==> config.mk <==
export PLATFORM = sky130hd
export DESIGN_NAME = bloom_ctrl_flat
export DESIGN_NICKNAME = d
export VERILOG_FILES = /design/src/rtl/bloom_pkg.sv /design/src/rtl/bloom_if.sv /design/src/rtl/bloom_rr_arb.sv /design/src/rtl/bloom_ctrl.sv /design/src/flat_wrapper.sv
export SDC_FILE = /design/constraint.sdc
export NUM_CORES = 2
export LEC_CHECK = 0
export ABC_AREA = 1
export CORE_MARGIN = 10
export CORE_UTILIZATION = 41
export DETAILED_ROUTE_END_ITERATION = 12
export DONT_BUFFER_PORTS = 1
export GPL_ROUTABILITY_DRIVEN = 0
export PLACE_DENSITY = 0.58
export REMOVE_ABC_BUFFERS = 1
export SLEW_MARGIN = 30
export SYNTH_ARGS = -nofsm -noshare
export SYNTH_HDL_FRONTEND = slang
export SYNTH_SLANG_ARGS = --single-unit
==> constraint.sdc <==
create_clock -name clk -period 2.4 [get_ports clk]
set_input_delay 0.48 -clock clk [delete_from_list [all_inputs] [get_ports clk]]
set_output_delay 0.48 -clock clk [all_outputs]
set_load 0.01 [all_outputs]
==> src/rtl/bloom_pkg.sv <==
// Shared types and default sizes for the Bloom-filter rule controller.
//   state_t : controller FSM states
//   op_t    : operation type latched at request acceptance
//   hkey_t  : tuple fields actually presented to the hash engine
package bloom_pkg;

  localparam int FILTER_BITS_DEF  = 1024;
  localparam int IDX_W_DEF        = 10;
  localparam int CLR_W_DEF        = 64;
  localparam int HASH_TIMEOUT_DEF = 31;

  typedef enum logic [2:0] {IDLE, START, WAIT, APPLY, CLEAR} state_t;
  typedef enum logic {LOOKUP, INSERT} op_t;

  typedef struct packed {
    logic [31:0] ip;
    logic [15:0] src;
    logic [15:0] dst;
  } hkey_t;

  // Counter width that never collapses to zero bits.
  function automatic int cnt_w(input int n);
    return (n > 1) ? $clog2(n) : 1;
  endfunction

endpackage

==> src/rtl/bloom_if.sv <==
// Request/result/hash-engine bundle for bloom_ctrl.
//   slave  : the controller side (bloom_ctrl)
//   master : requester plus external hash engine side
interface bloom_if;
  logic        lkp_valid, lkp_ready;
  logic [71:0] lkp_ip;
  logic [15:0] lkp_src, lkp_dst;
  logic        ins_valid, ins_ready;
  logic [71:0] ins_ip;
  logic [15:0] ins_src, ins_dst;
  logic        clr_req, clr_busy;
  logic        res_valid, res_hit, res_err;
  logic        ins_done, ins_err;
  logic [15:0] hit_cnt;
  logic        hs_start;
  logic [31:0] hs_k0;
  logic [15:0] hs_k1, hs_k2;
  logic [31:0] hs_key;
  logic        hs_valid;

  modport slave (
    input  lkp_valid, lkp_ip, lkp_src, lkp_dst,
    input  ins_valid, ins_ip, ins_src, ins_dst,
    input  clr_req, hs_key, hs_valid,
    output lkp_ready, ins_ready, clr_busy,
    output res_valid, res_hit, res_err, ins_done, ins_err, hit_cnt,
    output hs_start, hs_k0, hs_k1, hs_k2
  );

  modport master (
    output lkp_valid, lkp_ip, lkp_src, lkp_dst,
    output ins_valid, ins_ip, ins_src, ins_dst,
    output clr_req, hs_key, hs_valid,
    input  lkp_ready, ins_ready, clr_busy,
    input  res_valid, res_hit, res_err, ins_done, ins_err, hit_cnt,
    input  hs_start, hs_k0, hs_k1, hs_k2
  );
endinterface

==> src/rtl/bloom_rr_arb.sv <==
// Two-way round-robin arbiter, lookup (req[0]) vs insert (req[1]).
//   clk, reset : clock, synchronous active-high reset
//   i_en       : grants allowed this cycle
//   i_req      : {insert, lookup} requests
//   o_gnt      : one-hot grant, doubles as ready; a grant is an acceptance
module bloom_rr_arb (
  input  logic       clk,
  input  logic       reset,
  input  logic       i_en,
  input  logic [1:0] i_req,
  output logic [1:0] o_gnt
);

  // High when insert wins the next tie; reset favours lookup.
  logic r_prio_ins;

  always_comb begin
    o_gnt = '0;
    if (i_en) begin
      if (i_req[0] && (!i_req[1] || !r_prio_ins)) o_gnt[0] = 1'b1;
      else if (i_req[1])                          o_gnt[1] = 1'b1;
    end
  end

  always_ff @(posedge clk) begin
    if (reset)         r_prio_ins <= 1'b0;
    else if (o_gnt[0]) r_prio_ins <= 1'b1;
    else if (o_gnt[1]) r_prio_ins <= 1'b0;
  end

endmodule

==> src/rtl/bloom_ctrl.sv <==
// Bloom-filter rule controller: serialises lookups and inserts through an
// external hash engine, owns the filter bit array and a chunked clear.
//   clk, reset : clock, synchronous active-high reset
//   bus        : bloom_if.slave -- lookup/insert handshakes, clear request,
//                result/done pulses, hit counter, hash engine start/keys/result
module bloom_ctrl
  import bloom_pkg::*;
#(
  parameter int FILTER_BITS  = FILTER_BITS_DEF,
  parameter int IDX_W        = IDX_W_DEF,
  parameter int CLR_W        = CLR_W_DEF,
  parameter int HASH_TIMEOUT = HASH_TIMEOUT_DEF
) (
  input  logic    clk,
  input  logic    reset,
  bloom_if.slave  bus
);

  localparam int NCHUNK = FILTER_BITS / CLR_W;
  localparam int CCW    = cnt_w(NCHUNK);
  localparam int TOW    = cnt_w(HASH_TIMEOUT + 1);

  state_t                 r_state, w_nxt;
  op_t                    r_op;
  hkey_t                  r_key;
  logic [IDX_W-1:0]       r_idx;
  logic [TOW-1:0]         r_to_cnt;
  logic [CCW-1:0]         r_clr_cnt;
  logic                   r_clr_pend;
  logic [FILTER_BITS-1:0] r_filter;
  logic [15:0]            r_hit_cnt;
  logic                   r_res_valid, r_res_hit, r_res_err, r_ins_done, r_ins_err;

  logic [1:0] w_gnt;
  logic       w_en, w_acc, w_timeout, w_clr_last, w_lkp_hit;

  // A same-cycle clr_req blocks grants so the clear wins over waiting requests.
  assign w_en       = (r_state == IDLE) && !r_clr_pend && !bus.clr_req;
  assign w_acc      = |w_gnt;
  assign w_timeout  = (r_state == WAIT) && !bus.hs_valid &&
                      (r_to_cnt == TOW'(HASH_TIMEOUT - 1));
  assign w_clr_last = (r_clr_cnt == CCW'(NCHUNK - 1));
  assign w_lkp_hit  = r_filter[r_idx];

  bloom_rr_arb u_arb (
    .clk   (clk),
    .reset (reset),
    .i_en  (w_en),
    .i_req ({bus.ins_valid, bus.lkp_valid}),
    .o_gnt (w_gnt)
  );

  assign bus.lkp_ready = w_gnt[0];
  assign bus.ins_ready = w_gnt[1];
  assign bus.clr_busy  = r_clr_pend || (r_state == CLEAR);
  assign bus.hs_start  = (r_state == START);
  assign bus.hs_k0     = r_key.ip;
  assign bus.hs_k1     = r_key.src;
  assign bus.hs_k2     = r_key.dst;
  assign bus.res_valid = r_res_valid;
  assign bus.res_hit   = r_res_hit;
  assign bus.res_err   = r_res_err;
  assign bus.ins_done  = r_ins_done;
  assign bus.ins_err   = r_ins_err;
  assign bus.hit_cnt   = r_hit_cnt;

  // Only ip[31:0] reaches the hash, only the low key bits index the filter.
  logic w_unused_bits;
  assign w_unused_bits = ^{bus.lkp_ip[71:32], bus.ins_ip[71:32], bus.hs_key[31:IDX_W]};

  always_ff @(posedge clk) begin
    if (reset) r_state <= IDLE;
    else       r_state <= w_nxt;
  end

  always_comb begin
    w_nxt = r_state;
    case (r_state)
      IDLE:    if (bus.clr_req || r_clr_pend) w_nxt = CLEAR;
               else if (w_acc)                w_nxt = START;
      START:   w_nxt = WAIT;
      WAIT:    if (bus.hs_valid)   w_nxt = APPLY;
               else if (w_timeout) w_nxt = IDLE;
      APPLY:   w_nxt = IDLE;
      CLEAR:   if (w_clr_last) w_nxt = IDLE;
      default: w_nxt = IDLE;
    endcase
  end

  always_ff @(posedge clk) begin
    if (reset) begin
      r_op        <= LOOKUP;
      r_key       <= '0;
      r_idx       <= '0;
      r_to_cnt    <= '0;
      r_clr_cnt   <= '0;
      r_clr_pend  <= 1'b0;
      r_filter    <= '0;
      r_hit_cnt   <= '0;
      r_res_valid <= 1'b0;
      r_res_hit   <= 1'b0;
      r_res_err   <= 1'b0;
      r_ins_done  <= 1'b0;
      r_ins_err   <= 1'b0;
    end else begin
      r_res_valid <= 1'b0;
      r_res_hit   <= 1'b0;
      r_res_err   <= 1'b0;
      r_ins_done  <= 1'b0;
      r_ins_err   <= 1'b0;

      if (w_acc) begin
        r_op  <= w_gnt[1] ? INSERT : LOOKUP;
        r_key <= w_gnt[1] ? '{ip: bus.ins_ip[31:0], src: bus.ins_src, dst: bus.ins_dst}
                          : '{ip: bus.lkp_ip[31:0], src: bus.lkp_src, dst: bus.lkp_dst};
      end

      r_to_cnt <= (r_state == WAIT) ? r_to_cnt + 1'b1 : '0;
      if (r_state == WAIT && bus.hs_valid) r_idx <= bus.hs_key[IDX_W-1:0];

      // Request arriving mid-operation is remembered and served from IDLE.
      if (r_state == IDLE)
        r_clr_pend <= 1'b0;
      else if (bus.clr_req && r_state != CLEAR)
        r_clr_pend <= 1'b1;

      if (r_state == APPLY) begin
        if (r_op == LOOKUP) begin
          r_res_valid <= 1'b1;
          r_res_hit   <= w_lkp_hit;
          if (w_lkp_hit && r_hit_cnt != 16'hFFFF) r_hit_cnt <= r_hit_cnt + 16'd1;
        end else begin
          r_filter[r_idx] <= 1'b1;
          r_ins_done      <= 1'b1;
        end
      end

      if (w_timeout) begin
        if (r_op == LOOKUP) begin
          r_res_valid <= 1'b1;
          r_res_err   <= 1'b1;
        end else begin
          r_ins_done <= 1'b1;
          r_ins_err  <= 1'b1;
        end
      end

      if (r_state == CLEAR) begin
        r_filter[int'(r_clr_cnt)*CLR_W +: CLR_W] <= '0;
        r_clr_cnt <= w_clr_last ? '0 : r_clr_cnt + 1'b1;
      end
    end
  end

endmodule

==> src/flat_wrapper.sv <==
// flat-port wrapper written by rule: the top's interface ports become plain ports
module bloom_ctrl_flat import bloom_pkg::*;
#(
  parameter int FILTER_BITS  = FILTER_BITS_DEF,
  parameter int IDX_W        = IDX_W_DEF,
  parameter int CLR_W        = CLR_W_DEF,
  parameter int HASH_TIMEOUT = HASH_TIMEOUT_DEF
)
  (clk, reset, bus_lkp_valid, bus_lkp_ip, bus_lkp_src, bus_lkp_dst, bus_ins_valid, bus_ins_ip, bus_ins_src, bus_ins_dst, bus_clr_req, bus_hs_key, bus_hs_valid, bus_lkp_ready, bus_ins_ready, bus_clr_busy, bus_res_valid, bus_res_hit, bus_res_err, bus_ins_done, bus_ins_err, bus_hit_cnt, bus_hs_start, bus_hs_k0, bus_hs_k1, bus_hs_k2);
  bloom_if bus_i ();
  input  logic clk;
  input  logic reset;
  input wire logic [$bits(bus_i.lkp_valid)-1:0] bus_lkp_valid;
  input wire logic [$bits(bus_i.lkp_ip)-1:0] bus_lkp_ip;
  input wire logic [$bits(bus_i.lkp_src)-1:0] bus_lkp_src;
  input wire logic [$bits(bus_i.lkp_dst)-1:0] bus_lkp_dst;
  input wire logic [$bits(bus_i.ins_valid)-1:0] bus_ins_valid;
  input wire logic [$bits(bus_i.ins_ip)-1:0] bus_ins_ip;
  input wire logic [$bits(bus_i.ins_src)-1:0] bus_ins_src;
  input wire logic [$bits(bus_i.ins_dst)-1:0] bus_ins_dst;
  input wire logic [$bits(bus_i.clr_req)-1:0] bus_clr_req;
  input wire logic [$bits(bus_i.hs_key)-1:0] bus_hs_key;
  input wire logic [$bits(bus_i.hs_valid)-1:0] bus_hs_valid;
  output wire logic [$bits(bus_i.lkp_ready)-1:0] bus_lkp_ready;
  output wire logic [$bits(bus_i.ins_ready)-1:0] bus_ins_ready;
  output wire logic [$bits(bus_i.clr_busy)-1:0] bus_clr_busy;
  output wire logic [$bits(bus_i.res_valid)-1:0] bus_res_valid;
  output wire logic [$bits(bus_i.res_hit)-1:0] bus_res_hit;
  output wire logic [$bits(bus_i.res_err)-1:0] bus_res_err;
  output wire logic [$bits(bus_i.ins_done)-1:0] bus_ins_done;
  output wire logic [$bits(bus_i.ins_err)-1:0] bus_ins_err;
  output wire logic [$bits(bus_i.hit_cnt)-1:0] bus_hit_cnt;
  output wire logic [$bits(bus_i.hs_start)-1:0] bus_hs_start;
  output wire logic [$bits(bus_i.hs_k0)-1:0] bus_hs_k0;
  output wire logic [$bits(bus_i.hs_k1)-1:0] bus_hs_k1;
  output wire logic [$bits(bus_i.hs_k2)-1:0] bus_hs_k2;
  assign bus_i.lkp_valid = bus_lkp_valid;
  assign bus_i.lkp_ip = bus_lkp_ip;
  assign bus_i.lkp_src = bus_lkp_src;
  assign bus_i.lkp_dst = bus_lkp_dst;
  assign bus_i.ins_valid = bus_ins_valid;
  assign bus_i.ins_ip = bus_ins_ip;
  assign bus_i.ins_src = bus_ins_src;
  assign bus_i.ins_dst = bus_ins_dst;
  assign bus_i.clr_req = bus_clr_req;
  assign bus_i.hs_key = bus_hs_key;
  assign bus_i.hs_valid = bus_hs_valid;
  assign bus_lkp_ready = bus_i.lkp_ready;
  assign bus_ins_ready = bus_i.ins_ready;
  assign bus_clr_busy = bus_i.clr_busy;
  assign bus_res_valid = bus_i.res_valid;
  assign bus_res_hit = bus_i.res_hit;
  assign bus_res_err = bus_i.res_err;
  assign bus_ins_done = bus_i.ins_done;
  assign bus_ins_err = bus_i.ins_err;
  assign bus_hit_cnt = bus_i.hit_cnt;
  assign bus_hs_start = bus_i.hs_start;
  assign bus_hs_k0 = bus_i.hs_k0;
  assign bus_hs_k1 = bus_i.hs_k1;
  assign bus_hs_k2 = bus_i.hs_k2;
  bloom_ctrl #(.FILTER_BITS(FILTER_BITS), .IDX_W(IDX_W), .CLR_W(CLR_W), .HASH_TIMEOUT(HASH_TIMEOUT)) u_core (.clk(clk), .reset(reset), .bus(bus_i));
endmodule
=== Word level (Yosys, flattened, before mapping) ===
Index checks and enable logic that the tools add are counted.

* Input bits: 246
* Flip-flop bits (word level): 1134
* Logic and storage cells: 99
* Output and inout bits: 89

* Multiplexer cells: 32
* Add/subtract/negate cells: 4
* $lt $le $gt $ge: 2
* Eq/ne operators: 11
* Bitwise gates (word level): 5
* Reductions and logical operators: 26
* Shift operators: 2

{| class="wikitable"
|+ Operators by type and width
! cell !! number
|-
| $mux W1024 || 4
|-
| $bwmux W1024 || 1
|-
| $or A1024 B1024 Y1024 || 1
|-
| $shift A64 B33 Y1024 const A || 1
|-
| $shiftx A64 B33 Y1024 const A || 1
|-
| $mux W64 || 1
|-
| $neg A10 Y33 || 1
|-
| $add A16 B1 Y16 const B || 1
|-
| $mux W1 || 16
|-
| $ne A16 B16 Y1 const B || 1
|-
| $mux W3 || 5
|-
| $pmux W3 S4 || 1
|-
| $lt A10 B11 Y1 const B || 1
|-
| $bmux W1 S10 || 1
|-
| $demux W1 S10 || 1
|-
| $ge A10 B1 Y1 const B || 1
|-
| $logic_and A1 B1 Y1 || 9
|-
| $reduce_or A2 Y1 || 4
|-
| $eq A3 B2 Y1 const B || 2
|-
| $ne A3 B2 Y1 const B || 2
|-
| $reduce_and A3 Y1 || 2
|-
| $add A5 B1 Y5 const B || 1
|-
| $eq A5 B5 Y1 const B || 1
|-
| $logic_not A1 Y1 || 5
|-
| 13 further kinds || 18
|}

=== Logic depth before layout (Yosys ltp) ===
* Depth after elaboration: 10
* Gate-level depth with buffers: 22
* Depth with buffers taken out: 19

=== By module ===
From an unflattened synthesis, not the netlist that was laid out.

* Cell total of the unflattened synthesis: 7642
* Area total of the unflattened synthesis: 50379.6 um^2

{| class="wikitable"
|+ By module, submodules not included
! module !! cells each !! area an instance (um^2) !! instances
|-
| bloom_ctrl || 7627 || 50303.2 || 1
|-
| bloom_rr_arb || 15 || 76.3 || 1
|}

=== Worst setup path after synthesis ===
Ideal clock, no wire load.

* Kind: reg2reg
* From: register u_core.r_clr_cnt[0]
* To: register u_core.r_filter[52]
* Buffers on the path: 1
* Period minus slack after synthesis: 2.430 ns
* Cell stages (with the launch flop): 8
* Path slack: -0.030 ns
* Required time: 2.268 ns
* Data arrival time: 2.298 ns
* Cell sequence: dfxtp_1 > nor3_1 > ha_1 > inv_1 > nand3_1 > o41ai_1 > clkbuf_1 > a21oi_1

* Cells in the longest elaborated chain, start to end: 4
* Elaborated cells between the ends (all ways): 5

{| class="wikitable"
|+ RTL lines
! item !! RTL line !! RTL
|-
| start: declaration || bloom_ctrl.sv:28 || <nowiki>logic [CCW-1:0] r_clr_cnt;</nowiki>
|-
| start signal: assignment || bloom_ctrl.sv:150 || <nowiki>r_clr_cnt <= w_clr_last ? '0 : r_clr_cnt + 1'b1;</nowiki>
|-
| $neg A10 Y33 (*) || bloom_ctrl.sv:149 || <nowiki>r_filter[int'(r_clr_cnt)*CLR_W +: CLR_W] <= '0;</nowiki>
|-
| $shiftx A64 B33 Y1024 or $shift A64 B33 Y1024 (tied branches) || bloom_ctrl.sv:149 ||
|-
| $bwmux W1024 (*) || bloom_ctrl.sv:149 ||
|-
| $mux W1024 (*) || bloom_ctrl.sv:148 || <nowiki>if (r_state == CLEAR) begin</nowiki>
|-
| end signal: assignment || bloom_ctrl.sv:98 || <nowiki>r_filter <= '0;</nowiki>
|-
| end signal: indexed assignment || bloom_ctrl.sv:133 || <nowiki>r_filter[r_idx] <= 1'b1;</nowiki>
|-
| end signal: indexed assignment || bloom_ctrl.sv:149 ||
|-
| end: declaration || bloom_ctrl.sv:30 || <nowiki>logic [FILTER_BITS-1:0] r_filter;</nowiki>
|}

Every way passes the cells marked *; elsewhere a longest branch is shown, timed or not.
A chain may end at the register's enable or synchronous reset.

=== Final worst setup path ===
* From: register u_core.r_idx[0]
* To: register u_core.r_hit_cnt[6], in the netlist u_core.bus.hit_cnt[6]

* Cells in the longest elaborated chain, start to end: 4

{| class="wikitable"
|+ RTL lines
! item !! RTL line !! RTL
|-
| start: declaration || bloom_ctrl.sv:26 || <nowiki>logic [IDX_W-1:0] r_idx;</nowiki>
|-
| start signal: assignment || bloom_ctrl.sv:119 || <nowiki>if (r_state == WAIT && bus.hs_valid) r_idx <= bus.hs_key[IDX_W-1:0];</nowiki>
|-
| $bmux W1 S10 || bloom_ctrl.sv:43 || <nowiki>assign w_lkp_hit = r_filter[r_idx];</nowiki>
|-
| $mux W1 (not written as such) || bloom_ctrl.sv:43 ||
|-
| $logic_and A1 B1 Y1 || bloom_ctrl.sv:131 || <nowiki>if (w_lkp_hit && r_hit_cnt != 16'hFFFF) r_hit_cnt <= r_hit_cnt + 16'd1;</nowiki>
|-
| $reduce_and A3 Y1 (no source line) || -- ||
|-
| end signal: assignment || bloom_ctrl.sv:131 ||
|-
| end: declaration || bloom_ctrl.sv:31 || <nowiki>logic [15:0] r_hit_cnt;</nowiki>
|}

No other way between the ends. The select of a mux whose other input is x is not followed.

==> impl_metrics.json <==
{
  "path_cells": "buf_12 > buf_16 > nor2_4 > buf_12 > buf_12 > buf_12 > nand2_1 > nand4_1 > nand2_1 > nand2_2 > nor2_1 > nand2_1 > nand2_2 > nand2_4 > o21ai_4 > nand2_4 > nor2_4 > nand2_4 > clkbuf_16 > nand4_1 > a21oi_1",
  "ys_warn_count": 0,
  "drt_iter0_drc": 5208,
  "rows": 127,
  "worst_pin_slew_ns": 0.822,
  "max_freq_mhz": 354,
  "initial_core_util_pct": 41.3,
  "drive_above_1_share_pct": 10.8,
  "antenna_found_initial": 2,
  "vias": 49100,
  "path_clk_slew_ns": 0.06,
  "htree_levels": 4,
  "period_needed_ns": 2.82,
  "grt_usage_pct": 25.8,
  "async_flop_share_pct": 0,
  "cts-root-buf": "clkbuf_16",
  "drc_errors": 0,
  "register_area_um2": 22700,
  "crit_required_ns": 3.02,
  "cts_tree": "yes",
  "synth_area_leaders": "dfxtp_1 46%, nand2_1 18%, a21oi_1 11%",
  "rsz0062_at_grt": "true",
  "clk_path_buf_depth": 3,
  "multi_input_area_um2": 23000,
  "grt_pass1_vias": 44500,
  "syn_avg_cell_area_um2": 6.64,
  "vias_per_cell": 5.33,
  "hold_path_class": "in2reg",
  "die_w_um": 368,
  "ant_nets": 0,
  "area_growth_pct": 23.3,
  "stdcell_area_um2": 61100,
  "grt_max_degree": 98,
  "final_hold_viol_count": 81,
  "cts_buffers": 132,
  "synthCells": 7471,
  "critPathKind": "reg2reg",
  "synth_common_cells": "2,329 x nand2_1, 1,134 x dfxtp_1, 1,069 x a21oi_1",
  "cp_common_cell": "buf_12",
  "clk_latency_ns": 0.75,
  "die_area_um2": 135000,
  "nFillCells": 11800,
  "setup_ws_ns": -0.423,
  "path_delay_family": "simple AND/OR/NAND/NOR gates",
  "placed_area_um2": 54800,
  "worst_path_largest_cell_delay_ns": 0.40,
  "violations": "negative hold slack, negative setup slack",
  "synth_top_flop_cell": "dfxtp_1",
  "slew_viol_final": 0,
  "synth_area_um2": 49600,
  "dr.pass1.iters": 5,
  "total_power_mw": 43.3,
  "wl_per_cell_um": 20.2,
  "grt_pass1_wl_um": 276000,
  "ir_worst_vdd_mv": 0.687,
  "leakage_nw": 23.6,
  "synth_edf_count": 0,
  "yosysSeqAreaShare_pct": 45.8,
  "port_buffers": 0,
  "worst_path_max_delay_cell": "dfxtp_4",
  "core_um2": 120000,
  "drt_wl_total_um": 186000,
  "max_slew_margin_pct": 45.1,
  "final_net_count": 7746,
  "start_kind": "flop",
  "holdBufCountCts": 15,
  "hpwl_um": 110000,
  "period_share_pct": 118,
  "boundaryPins": 335,
  "hold_ws_ns": -0.183,
  "end_kind": "flop",
  "grt-ovfl-total": 0,
  "cp_max_fo": 8,
  "synth_top_area_share_pct": 45.8,
  "final-setup-viol-count": 17,
  "status": "finished, violations left",
  "cap_violations": 0,
  "yosys.area.top_type": "dfxtp_1",
  "yosysUniqueCellTypes": 33,
  "post-synth-top-count-cell": "nand2_1",
  "p_per_area_nw_per_um2": 708,
  "clkSinkCount": 1134,
  "ys_seq_elements": 1134,
  "worst_clock_skew_ns": 0.0330,
  "die_y_um": 368,
  "n_antenna_cell": 0,
  "final_util_pct": 51.0,
  "worstPathArrival_ns": 3.44,
  "crit_buf_inv": 6
}
-- cell families (layout without fill, tap and decap cells) --
group / Yosys count / count (layout) / synth area share (%)
AO/OA/AOI/OAI: 1302 / 1302 / 13.2
XOR/XNOR: 16 / 16 / 0.283
adder cells (fa/ha/maj): 6 / 6 / 0.151
buffers and inverters: 1196 / 1316 / 9.46
flip-flops: 1134 / 1134 / 45.8
AND/OR/NAND/NOR: 3817 / 3820 / 31.1
-- per-layer routing --
metal,global-route usage [%],part of all wire (%),up-vias
met4,9.35,3.8,0
met1,35.1,44,23200
li1,-,-,23700
met3,3.81,7.3,352
met5,0,0,-
met2,41.3,45,1868
-- state kept, by name, summed over array words and instances, names as in the netlist, 3 cells and up --
name	flops
u_core.r_clr_cnt	4
u_core.r_idx	10
u_core.bus.hs_k1	16
u_core.bus.hs_k2	16
u_core.bus.hit_cnt	16
u_core.bus.hs_k0	32
u_core.r_to_cnt	5
u_core.r_state	3
u_core.r_filter	1024
-- metrics by stage --
step | instances | TNS, ns | setup WS (ns)
global route | 9206 | -8.93 | -0.512
global placement | 8886 | -10.58 | -0.644
floorplan | 6899 | - | -17.30
CTS | 9185 | -4.89 | -0.302
finish | 9206 | -6.78 | -0.423
detailed placement | 8886 | -10.40 | -0.624
-- report_power, final --
group          internal [mW]  switching (mW)  leakage (nW)
sequential              19.0           0.286          9.14
clock                   12.5            8.34          2.18
combinational           1.14            1.97          12.3
-- placed cells by master, fill, tap and decap left out, types with 16 or more instances in the layout --
cell | netlist | routed
nand2_1 | 2329 | 2299
dfxtp_1 | 1134 | 1132
a21oi_1 | 1069 | 1064
nor2_1 | 728 | 664
inv_1 | 615 | 597
nand3_1 | 529 | 526
buf_4 | 6 | 203
o21ai_0 | 192 | 187
buf_12 | 0 | 182
nor3_1 | 152 | 148
clkbuf_16 | 0 | 146
nand4_1 | 60 | 60
nor2_2 | 3 | 45
clkbuf_1 | 433 | 29
nand2_2 | 1 | 24
nor2_4 | 0 | 23
clkinv_2 | 0 | 20
clkbuf_8 | 0 | 18
o21ai_4 | 0 | 17
buf_6 | 5 | 17
inv_2 | 6 | 16
-- final timing paths --
path         slack (ns)                 start               endpoint  cells past startpoint
min reg2reg        0.44  u_core.r_filter[983]   u_core.r_filter[983]                      2
max reg2reg       -0.42       u_core.r_idx[0]  u_core.bus.hit_cnt[6]                     21
max               -0.42       u_core.r_idx[0]  u_core.bus.hit_cnt[6]                     21
min               -0.18                 reset   u_core.bus.hs_k1[14]                      1
-- layout make-up --
| type | count | area share [%] |
|---|---|---|
| multi-input combinational | 5144 | 37.6 |
| sequential | 1134 | 37.1 |
| timing repair buffer | 458 | 10.8 |
| clock buffer | 183 | 6.15 |
| inverter | 624 | 3.91 |
| tap | 1612 | 3.30 |
| clock inverter | 51 | 1.15 |
-- repair_timing --
action | in CTS | in global routing
endpoints found under the hold margin | 96 | 81
gates cloned | 21 | 13
endpoints found under the setup margin | 19 | 309
resized for setup | 76 | 69
buffers inserted | 29 | 11
pin swaps | 19 | 40
Note: power is estimated with default switching activity, not from simulation.
